$ cat src/rtl/schwap_writeback_seq_pkg.sv
// schwap_writeback_seq_pkg: shared FSM states, defaults and request record for the writeback sequencer.
package schwap_writeback_seq_pkg;
  localparam int BANK_BASE_DEF = 12;
  localparam int WB_DATA_W = 16;
  typedef enum logic [1:0] {IDLE, SEL, STROBE, WRITE} state_t;
  typedef struct packed {
    logic swap_only;
    logic [3:0] addr;
    logic [1:0] bank;
    logic [WB_DATA_W-1:0] data;
  } req_t;
endpackage

$ cat src/rtl/schwap_writeback_seq_if.sv
// schwap_writeback_seq_if: upstream request handshake plus register-file write/bank-select bus.
interface schwap_writeback_seq_if import schwap_writeback_seq_pkg::*; #(parameter int DATA_W = WB_DATA_W);
  logic in_valid;
  logic in_ready;
  logic in_swap_only;
  logic [3:0] in_addr;
  logic [1:0] in_bank;
  logic [DATA_W-1:0] in_data;
  logic write;
  logic [3:0] writeAddr;
  logic [DATA_W-1:0] writeData;
  logic [3:0] schwapReg;
  logic schwapClk;
  logic [1:0] cur_bank;
  logic bank_known;
  logic busy;
  modport slave (
    input in_valid, in_swap_only, in_addr, in_bank, in_data,
    output in_ready, write, writeAddr, writeData, schwapReg, schwapClk, cur_bank, bank_known, busy
  );
  modport master (
    output in_valid, in_swap_only, in_addr, in_bank, in_data,
    input in_ready, write, writeAddr, writeData, schwapReg, schwapClk, cur_bank, bank_known, busy
  );
endinterface

$ cat src/rtl/schwap_writeback_seq_wb_req_fifo.sv
// wb_req_fifo: DEPTH-entry synchronous FIFO with count-based full/empty flags and async reset.
module wb_req_fifo import schwap_writeback_seq_pkg::*; #(
  parameter int DEPTH = 2,
  parameter type T = req_t
) (
  input  logic clk,
  input  logic rst,
  input  logic i_push,
  input  logic i_pop,
  input  T     i_din,
  output T     o_dout,
  output logic o_full,
  output logic o_empty
);
  localparam int AW = $clog2(DEPTH);
  T r_mem [DEPTH];
  logic [AW-1:0] r_wp, r_rp;
  logic [AW:0] r_cnt;
  logic w_push, w_pop;
  assign o_full = r_cnt == (AW+1)'(DEPTH);
  assign o_empty = r_cnt == '0;
  assign w_push = i_push && !o_full;
  assign w_pop = i_pop && !o_empty;
  assign o_dout = r_mem[r_rp];
  always_ff @(posedge clk)
    if (w_push) r_mem[r_wp] <= i_din;
  always_ff @(posedge clk or posedge rst)
    if (rst) begin
      r_wp <= '0;
      r_rp <= '0;
      r_cnt <= '0;
    end else begin
      r_wp <= r_wp + AW'(w_push);
      r_rp <= r_rp + AW'(w_pop);
      r_cnt <= r_cnt + (AW+1)'(w_push) - (AW+1)'(w_pop);
    end
endmodule

$ cat src/rtl/schwap_writeback_seq.sv
// schwap_writeback_seq: buffers result writes and drains them to the register file,
// strobing a bank select first whenever a banked target's bank is not already latched.
module schwap_writeback_seq import schwap_writeback_seq_pkg::*; #(
  parameter int DEPTH = 2,
  parameter int BANK_BASE = BANK_BASE_DEF,
  parameter int DATA_W = WB_DATA_W
) (
  input logic clk,
  input logic rst,
  schwap_writeback_seq_if.slave bus
);
  localparam logic [3:0] BB = 4'(BANK_BASE);
  state_t r_state, w_nxt;
  req_t w_head, w_din;
  logic w_full, w_empty, w_pop, w_banked, w_need;
  logic r_write, r_strobe, r_known;
  logic [1:0] r_sreg, r_cur;
  logic [3:0] r_waddr;
  logic [DATA_W-1:0] r_wdata;
  assign w_din = '{swap_only: bus.in_swap_only, addr: bus.in_addr, bank: bus.in_bank, data: bus.in_data};
  wb_req_fifo #(.DEPTH(DEPTH), .T(req_t)) u_fifo (
    .clk(clk), .rst(rst), .i_push(bus.in_valid), .i_pop(w_pop), .i_din(w_din),
    .o_dout(w_head), .o_full(w_full), .o_empty(w_empty)
  );
  assign w_banked = w_head.swap_only || w_head.addr >= BB;
  assign w_need = w_banked && (!r_known || w_head.bank != r_cur);
  always_comb begin
    w_nxt = r_state;
    w_pop = 1'b0;
    case (r_state)
      IDLE: if (!w_empty) begin
        w_nxt = w_need ? SEL : w_head.swap_only ? IDLE : WRITE;
        w_pop = !w_need && w_head.swap_only;
      end
      SEL: w_nxt = STROBE;
      STROBE: begin
        w_nxt = w_head.swap_only ? IDLE : WRITE;
        w_pop = w_head.swap_only;
      end
      WRITE: begin
        w_nxt = IDLE;
        w_pop = 1'b1;
      end
      default: w_nxt = IDLE;
    endcase
  end
  // pulses are registered from the next state so they coincide exactly with STROBE/WRITE
  always_ff @(posedge clk or posedge rst)
    if (rst) begin
      r_state <= IDLE;
      r_write <= 1'b0;
      r_strobe <= 1'b0;
      r_sreg <= '0;
      r_waddr <= '0;
      r_wdata <= '0;
      r_cur <= '0;
      r_known <= 1'b0;
    end else begin
      r_state <= w_nxt;
      r_write <= w_nxt == WRITE;
      r_strobe <= w_nxt == STROBE;
      if (w_nxt == SEL) r_sreg <= w_head.bank;
      if (w_nxt == WRITE) begin
        r_waddr <= w_head.addr;
        r_wdata <= w_head.data;
      end
      if (r_state == STROBE) begin
        r_cur <= w_head.bank;
        r_known <= 1'b1;
      end
    end
  assign bus.in_ready = !w_full;
  assign bus.write = r_write;
  assign bus.writeAddr = r_waddr;
  assign bus.writeData = r_wdata;
  assign bus.schwapReg = {2'b00, r_sreg};
  assign bus.schwapClk = r_strobe;
  assign bus.cur_bank = r_cur;
  assign bus.bank_known = r_known;
  assign bus.busy = !w_empty || r_state != IDLE;
endmodule

$ cat src/flat_wrapper.sv
// flat-port wrapper written by rule: the top's interface ports become plain ports
module schwap_writeback_seq_flat import schwap_writeback_seq_pkg::*;
#(
  parameter int DEPTH = 2,
  parameter int BANK_BASE = BANK_BASE_DEF,
  parameter int DATA_W = WB_DATA_W
)
  (clk, rst, bus_in_valid, bus_in_swap_only, bus_in_addr, bus_in_bank, bus_in_data, bus_in_ready, bus_write, bus_writeAddr, bus_writeData, bus_schwapReg, bus_schwapClk, bus_cur_bank, bus_bank_known, bus_busy);
  schwap_writeback_seq_if #(.DATA_W(DATA_W)) bus_i ();
  input logic clk;
  input logic rst;
  input wire logic [$bits(bus_i.in_valid)-1:0] bus_in_valid;
  input wire logic [$bits(bus_i.in_swap_only)-1:0] bus_in_swap_only;
  input wire logic [$bits(bus_i.in_addr)-1:0] bus_in_addr;
  input wire logic [$bits(bus_i.in_bank)-1:0] bus_in_bank;
  input wire logic [$bits(bus_i.in_data)-1:0] bus_in_data;
  output wire logic [$bits(bus_i.in_ready)-1:0] bus_in_ready;
  output wire logic [$bits(bus_i.write)-1:0] bus_write;
  output wire logic [$bits(bus_i.writeAddr)-1:0] bus_writeAddr;
  output wire logic [$bits(bus_i.writeData)-1:0] bus_writeData;
  output wire logic [$bits(bus_i.schwapReg)-1:0] bus_schwapReg;
  output wire logic [$bits(bus_i.schwapClk)-1:0] bus_schwapClk;
  output wire logic [$bits(bus_i.cur_bank)-1:0] bus_cur_bank;
  output wire logic [$bits(bus_i.bank_known)-1:0] bus_bank_known;
  output wire logic [$bits(bus_i.busy)-1:0] bus_busy;
  assign bus_i.in_valid = bus_in_valid;
  assign bus_i.in_swap_only = bus_in_swap_only;
  assign bus_i.in_addr = bus_in_addr;
  assign bus_i.in_bank = bus_in_bank;
  assign bus_i.in_data = bus_in_data;
  assign bus_in_ready = bus_i.in_ready;
  assign bus_write = bus_i.write;
  assign bus_writeAddr = bus_i.writeAddr;
  assign bus_writeData = bus_i.writeData;
  assign bus_schwapReg = bus_i.schwapReg;
  assign bus_schwapClk = bus_i.schwapClk;
  assign bus_cur_bank = bus_i.cur_bank;
  assign bus_bank_known = bus_i.bank_known;
  assign bus_busy = bus_i.busy;
  schwap_writeback_seq #(.DEPTH(DEPTH), .BANK_BASE(BANK_BASE), .DATA_W(DATA_W)) u_core (.clk(clk), .rst(rst), .bus(bus_i));
endmodule
$ cat config.mk
export PLATFORM = sky130hd
export DESIGN_NAME = schwap_writeback_seq_flat
export DESIGN_NICKNAME = d
export VERILOG_FILES = /design/src/rtl/schwap_writeback_seq_pkg.sv /design/src/rtl/schwap_writeback_seq_if.sv /design/src/rtl/schwap_writeback_seq_wb_req_fifo.sv /design/src/rtl/schwap_writeback_seq.sv /design/src/flat_wrapper.sv
export SDC_FILE = /design/constraint.sdc
export NUM_CORES = 1
export LEC_CHECK = 0
export CAP_MARGIN = 20
export CORE_UTILIZATION = 52
export DETAILED_ROUTE_END_ITERATION = 10
export GPL_ROUTABILITY_DRIVEN = 0
export PLACE_DENSITY = 0.83
export REMOVE_ABC_BUFFERS = 1
export SLEW_MARGIN = 30
export SYNTH_ARGS = -nofsm -noshare
export SYNTH_HDL_FRONTEND = slang
export SYNTH_SLANG_ARGS = --single-unit
$ cat constraint.sdc
create_clock -name clk -period 3.3 [get_ports clk]
set_clock_uncertainty 0.15 [all_clocks]
set_input_delay 0.66 -clock clk [delete_from_list [all_inputs] [get_ports clk]]
set_output_delay 0.66 -clock clk [all_outputs]
set_load 0.03 [all_outputs]
# Word-level counts from Yosys, hierarchy flattened

Memories as Yosys holds them, arrays and structs flattened.
Index checks and enable logic that the tools add are counted.
Widths: inputs -> output; s select.

Flip-flop bits (word level): 33
Output and inout port bits: 31
Memories: 1
RAM bits: 46

Memories:

| name                | words | bits a word | rd ports | clocked after memory_dff | write ports | line                                   | RTL |
|---|---|---|---|---|---|---|---|
| u_core.u_fifo.r_mem | 2     | 23          | 1        | 0                        | 1           | schwap_writeback_seq_wb_req_fifo.sv:16 | `T r_mem [DEPTH];` |

Mux-type cells: 8
Reduce and logical (&&, ||, !) cells: 14
Magnitude comparators: 1
Equality and inequality tests: 8
Add/sub/neg operators: 4

Operators with widths:

| operator           | count |
|---|---|
| $eq 2x2->1 const B | 5 |
| $pmux 2 s4         | 1 |
| $mux 2             | 3 |
| $eq 2x1->1 const B | 2 |
| $ge 4x4->1 const B | 1 |
| $logic_and 1x1->1  | 4 |
| $logic_not 1->1    | 4 |
| $logic_not 2->1    | 2 |
| $logic_or 1x1->1   | 3 |
| $mux 1             | 3 |
| $pmux 1 s3         | 1 |
| $add 1x1->1        | 2 |
| $add 2x1->2        | 1 |
| $ne 2x2->1         | 1 |
| $reduce_bool 2->1  | 1 |
| $sub 2x1->2        | 1 |

# Longest topological paths before layout

Gate-level depths: netlist of the first run.
An unclocked memory read counts as a cell.

Word-level depth: 10
Depth in mapped cells: 11
Gate-level depth less buffers: 10

# Cells and area by module

A second synthesis of the first run with hierarchy kept.

Cell total of the unflattened synthesis: 176
Area total of the unflattened synthesis: 3171.8 µm²

By module, submodules not included:

| module               | sequential area each (µm²) | cells each | area an instance (µm²) | times used |
|---|---|---|---|---|
| wb_req_fifo          | 1481.4                     | 93         | 1985.7                 | 1 |
| schwap_writeback_seq | 725.7                      | 83         | 1186.1                 | 1 |

# Least setup slack after synthesis of the first run

No wires, ideal clock.

Path type: flip-flop to flip-flop
Start point: register u_core.u_fifo.r_rp
End point: register u_core.r_waddr[0], in the netlist u_core.bus.writeAddr[0]
Setup slack: 1.036 ns
Required time: 3.025 ns
Cell stages (with the launch flop): 9
Data arrival time: 1.989 ns
Cells stage by stage: dfrtp_1 > buf_6 > mux2_4 > nor4_4 > inv_1 > o21ai_4 > nor2b_4 > buf_12 > mux2_4

Longest elaborated chain between the ends: 8
Elaborated cells on any way between the ends: 11
Those cells by class: 1 x order compare; 2 x eq/ne; 4 x mux; 3 x reduce/logical; 1 x memory

RTL lines:

| element                                         | line                                                   | RTL |
|---|---|---|
| start, declared                                 | schwap_writeback_seq_wb_req_fifo.sv:17                 | `logic [AW-1:0] r_wp, r_rp;` |
| start signal, assigned                          | schwap_writeback_seq_wb_req_fifo.sv:34                 | `r_rp <= r_rp + AW'(w_pop);` |
| $mem_v2 2x23 *                                  | -                                                      |  |
| $ge 4x4->1 / $ne 2x2->1 (equally long branches) | schwap_writeback_seq.sv:25, schwap_writeback_seq.sv:26 |  |
| $logic_or 1x1->1, on equally long branches      | schwap_writeback_seq.sv:25, schwap_writeback_seq.sv:26 |  |
| $logic_and 1x1->1                               | schwap_writeback_seq.sv:26                             | `assign w_need = w_banked && (!r_known \|\| w_head.bank != r_cur);` |
| $mux 2                                          | schwap_writeback_seq.sv:32                             | `w_nxt = w_need ? SEL : w_head.swap_only ? IDLE : WRITE;` |
| $mux 2                                          | schwap_writeback_seq.sv:31                             | `IDLE: if (!w_empty) begin` |
| $pmux 2 s4 *                                    | schwap_writeback_seq.sv:30                             | `case (r_state)` |
| named net u_core.w_nxt[1]                       | schwap_writeback_seq.sv:13                             | `state_t r_state, w_nxt;` |
| $eq 2x2->1 *                                    | schwap_writeback_seq.sv:63                             | `if (w_nxt == WRITE) begin` |
| end signal, assigned                            | schwap_writeback_seq.sv:64                             | `r_waddr <= w_head.addr;` |
| end, declared                                   | schwap_writeback_seq.sv:18                             | `logic [3:0] r_waddr;` |

Mark *: on every way through the listed nets, which the timed path passes. The rest lies on a longest branch.
A chain may end at the register's enable or synchronous reset.

# Worst setup path in the final report of the first run

Start point: register u_core.u_fifo.r_rp
End point: register u_core.r_wdata[4], in the netlist u_core.bus.writeData[4]

Longest elaborated chain between the ends: 8
Elaborated cells on any way between the ends: 11
Those cells by class: 1 x order compare; 2 x eq/ne; 4 x mux; 3 x reduce/logical; 1 x memory

RTL lines:

| element                                         | line                                                   | RTL |
|---|---|---|
| $mem_v2 2x23 *                                  | -                                                      |  |
| $ge 4x4->1 / $ne 2x2->1 (equally long branches) | schwap_writeback_seq.sv:25, schwap_writeback_seq.sv:26 |  |
| $logic_or 1x1->1, on equally long branches      | schwap_writeback_seq.sv:25, schwap_writeback_seq.sv:26 |  |
| $logic_and 1x1->1                               | schwap_writeback_seq.sv:26                             |  |
| $mux 2                                          | schwap_writeback_seq.sv:32                             |  |
| $mux 2                                          | schwap_writeback_seq.sv:31                             |  |
| $pmux 2 s4 *                                    | schwap_writeback_seq.sv:30                             |  |
| named net u_core.w_nxt[1]                       | schwap_writeback_seq.sv:13                             |  |
| $eq 2x2->1 *                                    | schwap_writeback_seq.sv:63                             |  |
| end signal, assigned                            | schwap_writeback_seq.sv:65                             | `r_wdata <= w_head.data;` |
| end, declared                                   | schwap_writeback_seq.sv:19                             | `logic [DATA_W-1:0] r_wdata;` |

Marks and branches as above.

==> metrics.yaml, run 1 <==
status: "complete, no violations"
critical_path_class: "reg -> reg"
combPwrFrac_pct: 47.1
end_kind: "flip-flop"
max_freq_ghz: 0.3840
drt-initial-drc-count: 155
netlist_area_um2: 3179
rsz0062_at_grt: "no"
clkSlewWorstSetupHoldPaths_ps: 80
grt_pass1_vias: 1679
via_per_inst: 5.071
netSwitchingPower_w: 0.001535
min_path_cells: 1
critPathMaxFanout: 17
htree_num_levels: 3
clkPwrFrac_pct: 15.8
grt_max_degree: 34
top_usage_layer: "met2"
die_area_um2: 6430
seqPwrFrac_pct: 37.1
grtUsageMet2_pct: 30.26
ios: 57
grt_pass1_wl_um: 8328
period_needed_ps: 2604
clock_latency_ps: 350
grt_use_met3_pct: 3.409
worstRegToRegCells: 7
multiInputGateArea_um2: 875.8
hold_viol: 0
die_w_um: 80.19
post_cts_resized: 0
portBuffers: 54
critPathLaunchType: "flip-flop"
synth_ff_type: "edfxtp_1"
coreArea_um2: 5921
globalRouteTotalUtil_pct: 18.76
worst_ep_arrival_time_ps: 2690
avgSynthCellArea_um2: 18.06
yosysUniqueCellTypes: 31
post_drt_wl_per_cell_um: 16.03
vias: 1633
cts_setup_buffers: 0
start_util_pct: 53.70
synth_cells: 176
total_power_w: 0.004319
cts_root_buffer: "clkbuf_8"
holdWs_ps: 361.8
synth_top_area_cell: "edfxtp_1"
final_nets: 272
drive_gt1_share_pct: 27.53
hold_class: "reg -> reg"
cap_viol_max_count: 0
drtPass1Iterations: 6
ys.warnings.count: 0
overflow: 0
antennaDiodeCount: 0
synth_commonest_cells: "edfxtp_1 (46), dfrtp_1 (33), mux2_2 (20), mux2_4 (20), inv_1 (7)"
irDropWorstVdd_uv: 498.9
synthArstFlopShare_pct: 41.77
ant_nets: 0
p_leak_nw: 1.561
n_fill_cell: 388
tritoncts: "yes"
hpwl_um: 3499
powerDensity_nw_per_um2: 1080
yosysMostFrequentCell: "edfxtp_1"
synth_seq_cells: 79
route.detailed.drc: 0
fin_area_um2: 3999
p_int_w: 0.002783
synth-edff-count: 46
synth.top_cells.by_area: "edfxtp_1 (43%), dfrtp_1 (26%), mux2_4 (9.4%), mux2_2 (7.1%), ha_1 (1.6%)"
use_met1_pct: 23.20
clock_path_buffers: 2
numClockSinks: 79
crit_required_ps: 3380
cts_buffers: 9
ys_seq_area_share_pct: 69.42
switching_share_pct: 35.55
rows: 28
setup_viol: 0
antenna_found_initial: 0
wirelength_um: 5163
cts_hold_buffers: 0
area_growth_pct: 25.78
final-seq-area_um2: 2207
die_height_um: 80.19
fin_tns_setup_ps: 0
placed_area_um2: 3809
synth_top_area_share_pct: 43.45
finalMaxSlewViolations: 0
fin_crit_sh_pct: 78.91
[worst max-delay path, stage by stage, from the launching register on]
cell and delay (ps):
dfrtp_1 440, mux2i_1 340, xor2_1 260, nand3_2 180, o21ai_4 220, nor2b_4 310, buf_12 220, mux2_2 360
[flip-flops by register name, summed over array words and instances (netlist names), 2 cells and up]
signal	flops
u_core.bus.cur_bank	2
u_core.bus.writeData	16
u_core.u_fifo.r_mem	46
u_core.r_state	2
u_core.r_sreg	2
u_core.u_fifo.r_cnt	2
u_core.bus.writeAddr	4
[cells in the final DEF (no fill, tap or decap), types with 2 or more instances in the layout]
| cell type | netlist | layout |
|---|---|---|
| clkdlybuf4s50_1 | 0 | 54 |
| conb_1 | 1 | 2 |
| nand2_1 | 4 | 4 |
| mux2_4 | 20 | 20 |
| mux2_2 | 20 | 20 |
| mux2i_1 | 2 | 2 |
| nand2b_1 | 3 | 3 |
| dfrtp_1 | 33 | 33 |
| ha_1 | 4 | 4 |
| nor2b_1 | 2 | 2 |
| clkinvlp_4 | 0 | 2 |
| edfxtp_1 | 46 | 46 |
| clkbuf_1 | 2 | 2 |
| inv_1 | 7 | 7 |
| clkbuf_8 | 0 | 9 |
| xor2_1 | 3 | 3 |
| o21ai_0 | 4 | 4 |
| buf_4 | 2 | 6 |
| xnor2_1 | 2 | 2 |
| o31ai_1 | 2 | 2 |
| nor2_1 | 5 | 5 |
[stage by stage]
| stage | instances | utilization, % | worst slack, ps |
|---|---|---|---|
| 2_1_floorplan | 170 | - | 316.8 |
| 3_3_place_gp | 306 | 64.33 | 842.5 |
| 3_5_place_dp | 306 | 64.33 | 709.9 |
| 4_1_cts | 322 | 67.54 | 691.6 |
| 5_1_grt | 322 | 67.54 | 529.7 |
| 6_report | 322 | 67.54 | 696.1 |
[routing by layer]
metal / up-vias / share of wire, %
li1: 771 / -
met1: 799 / 41
met2: 52 / 52
met3: 11 / 4.0
met4: 0 / 2.8
met5: - / 0
[cell type report]
class / count / share of cell area (%)
tap: 75 / 2.347
timing repair buffer: 61 / 15.14
clock buffer: 11 / 3.285
inverter: 7 / 0.6571
multi-input combinational: 84 / 21.90
sequential: 79 / 55.19
clock inverter: 5 / 1.471
[logic make-up (layout without fill, tap and decap cells)]
group | count (synthesis) | after routing | share of synthesized area (%)
AO/OA/AOI/OAI | 12 | 12 | 3.385
XOR/XNOR | 5 | 5 | 1.378
adder cells (fa/ha/maj) | 4 | 4 | 1.574
buffers and inverters | 14 | 84 | 3.148
flip-flops | 79 | 79 | 69.42
multiplexers | 42 | 42 | 17.16
other | 1 | 2 | 0.1180
AND/OR/NAND/NOR | 19 | 19 | 3.817
[final timing paths]
path	from	endpoint	slack, ps
worst max register to register	u_core.u_fifo.r_rp$_DFF_PP0_	u_core.bus.writeData[4]$_DFFE_PP0P_	700
max in group asynchronous	rst	u_core.u_fifo.r_wp$_DFF_PP0_	2140
worst min-delay path	u_core.bus.writeData[8]$_DFFE_PP0P_	u_core.bus.writeData[8]$_DFFE_PP0P_	360
min in group asynchronous	rst	u_core.bus.write$_DFF_PP0_	550
worst max-delay path	u_core.u_fifo.r_rp$_DFF_PP0_	u_core.bus.writeData[4]$_DFFE_PP0P_	700
worst min register to register	u_core.bus.writeData[8]$_DFFE_PP0P_	u_core.bus.writeData[8]$_DFFE_PP0P_	360
[power groups by stage]
stage	clock network (W)	logic [W]	registers, W
after floorplan	0	0.00105	0.00193
after global placement	0	0.00199	0.00161
after detailed placement	0	0.00204	0.00162
after CTS	0.000700	0.00205	0.00161
after global routing	0.000751	0.00218	0.00164
final	0.000682	0.00203	0.00160
Note: power is estimated with default switching activity, not from simulation.
==> run 2: changes to the inputs <==
==> constraint.sdc (replaced) <==
create_clock -name clk -period 2.5 [get_ports clk]
set_clock_uncertainty 0.15 [all_clocks]
set_input_delay 0.5 -clock clk [delete_from_list [all_inputs] [get_ports clk]]
set_output_delay 0.5 -clock clk [all_outputs]
set_load 0.03 [all_outputs]
==> metrics.yaml, run 2 (synthesis results as in run 1) <==
powerDensity_nw_per_um2: 1429
top_usage_layer: "met2"
clkSlewWorstSetupHoldPaths_ps: 80
grt_pass1_vias: 1648
antennaDiodeCount: 0
coreArea_um2: 5921
critPathMaxFanout: 21
r2r_start: "u_core.u_fifo.r_rp$_DFF_PP0_"
cap_viol_max_count: 0
route.detailed.drc: 0
worstRegToRegCells: 7
critPathLaunchType: "flip-flop"
grt_pass1_wl_um: 7983
post_drt_wl_per_cell_um: 15.35
htree_num_levels: 3
critical_path_class: "reg -> reg"
largest-register: "u_core.u_fifo.r_mem"
setup_viol: 0
wirelength_um: 4990
ant_nets: 0
placed_cells: 307
globalRouteTotalUtil_pct: 17.28
total_power_w: 0.005792
worst_ep_arrival_time_ps: 2480
die_area_um2: 6430
min_path_cells: 1
final_cell_mix: "clkdlybuf4s50_1 (54), edfxtp_1 (46), dfrtp_1 (32)"
tritoncts: "yes"
cts_hold_buffers: 0
largest_reg_flops: 46
clock_path_buffers: 2
p_leak_nw: 1.581
cts_root_buffer: "clkbuf_8"
drtPass1Iterations: 6
utilization_pct: 68.47
drive_gt1_share_pct: 30.40
crit_required_ps: 2580
die_w_um: 80.19
numClockSinks: 79
period_needed_ps: 2402
via_per_inst: 4.963
final_nets: 275
fin_cells: 325
hold_viol: 0
portBuffers: 54
antenna_found_initial: 0
overflow: 0
irDropWorstVdd_uv: 748.8
status: "complete, no violations"
use_met1_pct: 20.58
end_kind: "flip-flop"
fin_crit_sh_pct: 96.08
vias: 1613
hp-start: "u_core.bus.writeData[10]$_DFFE_PP0P_"
drt-initial-drc-count: 65
grtUsageMet2_pct: 29.15
fin_tns_setup_ps: 0
start_util_pct: 53.70
holdWs_ps: 361.8
rows: 28
holdPathEnd: "u_core.bus.writeData[10]$_DFFE_PP0P_"
worst-r2r-setup-slack_ps: 100
hold_class: "reg -> reg"
r2r-end: "u_core.bus.writeData[4]$_DFFE_PP0P_"
n_fill_cell: 420
clock_latency_ps: 340
grt_max_degree: 34
ios: 57
finalMaxSlewViolations: 0
area_growth_pct: 27.51
grt_use_met3_pct: 6.705
hpwl_um: 3337
final_common_cell: "clkdlybuf4s50_1"
max_freq_ghz: 0.4163
die_height_um: 80.19
cts_buffers: 9
run 2: changes by cell type in the layout (fill, tap and decap cells not counted), moves of 2 or more:
cell | previous run | this run
buf_4 | 6 | 9
clkbuf_8 | 9 | 11
mux2i_1 | 2 | 0
mux2i_2 | 0 | 2
run 2: through the flow:
stage	area, µm²	setup slack, ps
floorplan	3109	-483.2
global placement	3816	185.6
detailed placement	3816	32.76
CTS	4025	28.76
global route	4054	-28.80
finish	4054	98.08
run 2: per-layer routing:
metal  up-vias  wire length (µm)
met4         0                30
met2        46              2647
met5         -                 0
met1       790              2083
met3         5               228
li1        772                 -
run 2: how the worst max path moves through the flow:
stage | start | endpoint | slack [ps] | depth (start not counted)
global route | u_core.u_fifo.r_rp$_DFF_PP0_ | u_core.u_fifo.r_cnt[1]$_DFF_PP0_ | -30 | 10
finish | u_core.u_fifo.r_rp$_DFF_PP0_ | u_core.bus.writeData[4]$_DFFE_PP0P_ | 100 | 7
floorplan | u_core.u_fifo.r_rp$_DFF_PP0_ | u_core.bus.writeData[4]$_DFFE_PP0P_ | -480 | 6
global placement | u_core.u_fifo.r_rp$_DFF_PP0_ | u_core.bus.writeData[4]$_DFFE_PP0P_ | 190 | 7
CTS | u_core.u_fifo.r_rp$_DFF_PP0_ | u_core.u_fifo.r_cnt[1]$_DFF_PP0_ | 30 | 10
detailed placement | u_core.u_fifo.r_rp$_DFF_PP0_ | u_core.u_fifo.r_cnt[1]$_DFF_PP0_ | 30 | 10
run 2: cell type report:
| cell class | instances | area [µm²] | area share [%] |
|---|---|---|---|
| Multi-Input combinational cell | 84 | 888.4 | 21.91 |
| Clock inverter | 4 | 53.80 | 1.327 |
| Tap cell | 75 | 93.84 | 2.315 |
| Sequential cell | 79 | 2208 | 54.48 |
| Clock buffer | 12 | 155.1 | 3.827 |
| Inverter | 7 | 26.28 | 0.6481 |
| Timing Repair Buffer | 64 | 628.1 | 15.49 |
run 2: timing repair:
action                                  CTS  global route
endpoints found under the setup margin    0            21
resized for setup                         0             4
buffers inserted                          0             2
run 2: critical path, stage by stage (launching register included):
cell	delay, ps
dfrtp_2	460
mux2_4	350
nor4_4	260
inv_1	110
o21ai_4	210
nor2b_4	190
buf_12	210
mux2_2	360
run 2: power by group:
group	total [W]	internal, W	switching, W
combinational	0.00273	0.00140	0.00134
clock	0.000946	0.000518	0.000428
sequential	0.00212	0.00187	0.000246
total	0.00579	0.00378	0.00201
==> run 3: changes to the inputs <==
--- a/config.mk
+++ b/config.mk
@@ -9,7 +9,8 @@
 export CORE_UTILIZATION = 52
 export DETAILED_ROUTE_END_ITERATION = 10
 export GPL_ROUTABILITY_DRIVEN = 0
-export PLACE_DENSITY = 0.83
+export GPL_TIMING_DRIVEN = 0
+export PLACE_DENSITY = 0.79
 export REMOVE_ABC_BUFFERS = 1
 export SLEW_MARGIN = 30
 export SYNTH_ARGS = -nofsm -noshare
==> metrics.yaml, run 3 (synthesis results as in run 1) <==
drive_gt1_share_pct: 31.87
die_w_um: 80.19
slew_headroom_pct: 52.71
ant_nets: 0
die_area_um2: 6430
final_cell_mix: "clkdlybuf4s50_1 (54), edfxtp_1 (46), dfrtp_1 (32)"
globalRouteTotalUtil_pct: 19.16
via_per_inst: 5.156
worst_pin_slew_ps: 708.3
setup_viol: 0
p_leak_nw: 1.590
critPathMaxFanout: 11
rsz0062_at_grt: "yes"
largest_reg_flops: 46
placed_cells: 299
p_int_w: 0.003881
crit_path_cell_trace: "mux2i_4, xor2_1, nand3_2, buf_6, o21ai_4, nor2b_4, buf_12, mux2_4"
cap_viol_max_count: 0
status: "complete, no violations"
area_growth_pct: 29.00
antennaDiodeCount: 0
critical_path_class: "reg -> reg"
combPwrFrac_pct: 49.3
start_util_pct: 53.70
die_height_um: 80.19
finalMaxSlewViolations: 0
rows: 28
grtUsageMet2_pct: 30.09
powerDensity_nw_per_um2: 1472
drt-initial-drc-count: 109
final_common_cell: "clkdlybuf4s50_1"
clock_latency_ps: 350
clock_path_buffers: 2
placed_area_um2: 3750
drtPass1Iterations: 4
antenna_found_initial: 0
total_power_w: 0.006037
cpMaxStageDelayCell: "dfrtp_4"
max_freq_ghz: 0.4057
htree_num_levels: 3
final_nets: 276
top_usage_layer: "met2"
fin_crit_sh_pct: 98.60
end_kind: "flip-flop"
period_needed_ps: 2465
overflow: 0
grt_pass1_wl_um: 8528
fin_cells: 326
critPathLaunchType: "flip-flop"
crit_path_max_incr_delay_ps: 510
vias: 1681
switching_share_pct: 35.71
portBuffers: 54
netSwitchingPower_w: 0.002156
post_drt_wl_per_cell_um: 17.36
tritoncts: "yes"
clkSlewWorstSetupHoldPaths_ps: 80
cts_buffers: 9
grt_max_degree: 34
numClockSinks: 79
crit_required_ps: 2580
hpwl_um: 3263
use_met1_pct: 24.35
worst-r2r-setup-slack_ps: 40
clkPwrFrac_pct: 15.2
coreArea_um2: 5921
largest-register: "u_core.u_fifo.r_mem"
wirelength_um: 5660
fin_area_um2: 4101
seqPwrFrac_pct: 35.5
grt_use_met3_pct: 4.773
irDropWorstVdd_uv: 735.3
hold_class: "reg -> reg"
worst_ep_arrival_time_ps: 2540
cts_root_buffer: "clkbuf_8"
route.detailed.drc: 0
grt_pass1_vias: 1715
ios: 57
hold_viol: 0
run 3: cell types whose count changed in the layout (fill, tap and decap cells not counted), moves of 2 or more:
cell,change
buf_6,+5
buf_4,-5
ha_1,-2
clkinv_2,+2
clkbuf_8,-2
ha_2,+2
mux2i_2,-2
mux2i_4,+2
run 3: layout make-up:
cell class / count / area, µm²
sequential: 79 / 2211
fill: 392 / 1819
multi-input combinational: 85 / 935.9
timing repair buffer: 64 / 646.9
clock buffer: 10 / 127.6
tap: 75 / 93.84
clock inverter: 6 / 60.06
inverter: 7 / 26.28
run 3: per-layer routing:
metal,wire [µm],share of wire [%]
met1,2538,45
met2,2779,49
met3,224,4.0
met4,118,2.1
met5,0,0
run 3: power by group through the flow:
stage / Clock (W) / Combinational (W) / Sequential, W
3_3_place_gp: 0 / 0.00247 / 0.00219
3_5_place_dp: 0 / 0.00254 / 0.00220
6_report: 0.000916 / 0.00298 / 0.00214
4_1_cts: 0.000931 / 0.00284 / 0.00213
2_1_floorplan: 0 / 0.00139 / 0.00255
5_1_grt: 0.000984 / 0.00315 / 0.00219
run 3: path summary, 6_finish.rpt:
check | start | endpoint | cells past startpoint
setup reg to reg | u_core.u_fifo.r_rp$_DFF_PP0_ | u_core.bus.writeData[9]$_DFFE_PP0P_ | 8
hold / removal | u_core.r_sreg[0]$_DFFE_PP0N_ | u_core.r_sreg[0]$_DFFE_PP0N_ | 2
max in group asynchronous | rst | u_core.u_fifo.r_rp$_DFF_PP0_ | 2
min in group asynchronous | rst | u_core.bus.writeAddr[2]$_DFFE_PP0P_ | 2
setup / recovery | u_core.u_fifo.r_rp$_DFF_PP0_ | u_core.bus.writeData[9]$_DFFE_PP0P_ | 8
hold reg to reg | u_core.r_sreg[0]$_DFFE_PP0N_ | u_core.r_sreg[0]$_DFFE_PP0N_ | 2
run 3: critical path: cells and delay by family (launching register included):
kind            cells  cell delay (ps)
mux                 2              600
compound gates      1              230
flops               1              510
simple gates        2              340
xor+xnor            1              210
buf+inv             2              310
run 3: timing repair:
action | 4_1_cts | 5_1_grt
hold buffers | 0 | 0
gates resized for setup | 4 | 9
setup buffers | 7 | 3
pin swaps | 0 | 5
cloned | 1 | 0
setup endpoints to repair | 23 | 21
run 3: through the flow:
| stage | util (%) | setup WS (ps) | TNS, ps | hold slack, ps |
|---|---|---|---|---|
| after floorplan | - | -483.2 | -9150 | 330.9 |
| after detailed placement | 63.33 | -764.7 | -15180 | 346.7 |
| after global placement | 63.23 | -1054 | -27770 | 343.5 |
| after CTS | 68.07 | 29.92 | 0 | 369.4 |
| after global routing | 69.27 | -74.36 | -765.3 | 385.3 |
| final | 69.27 | 35.07 | 0 | 368.9 |
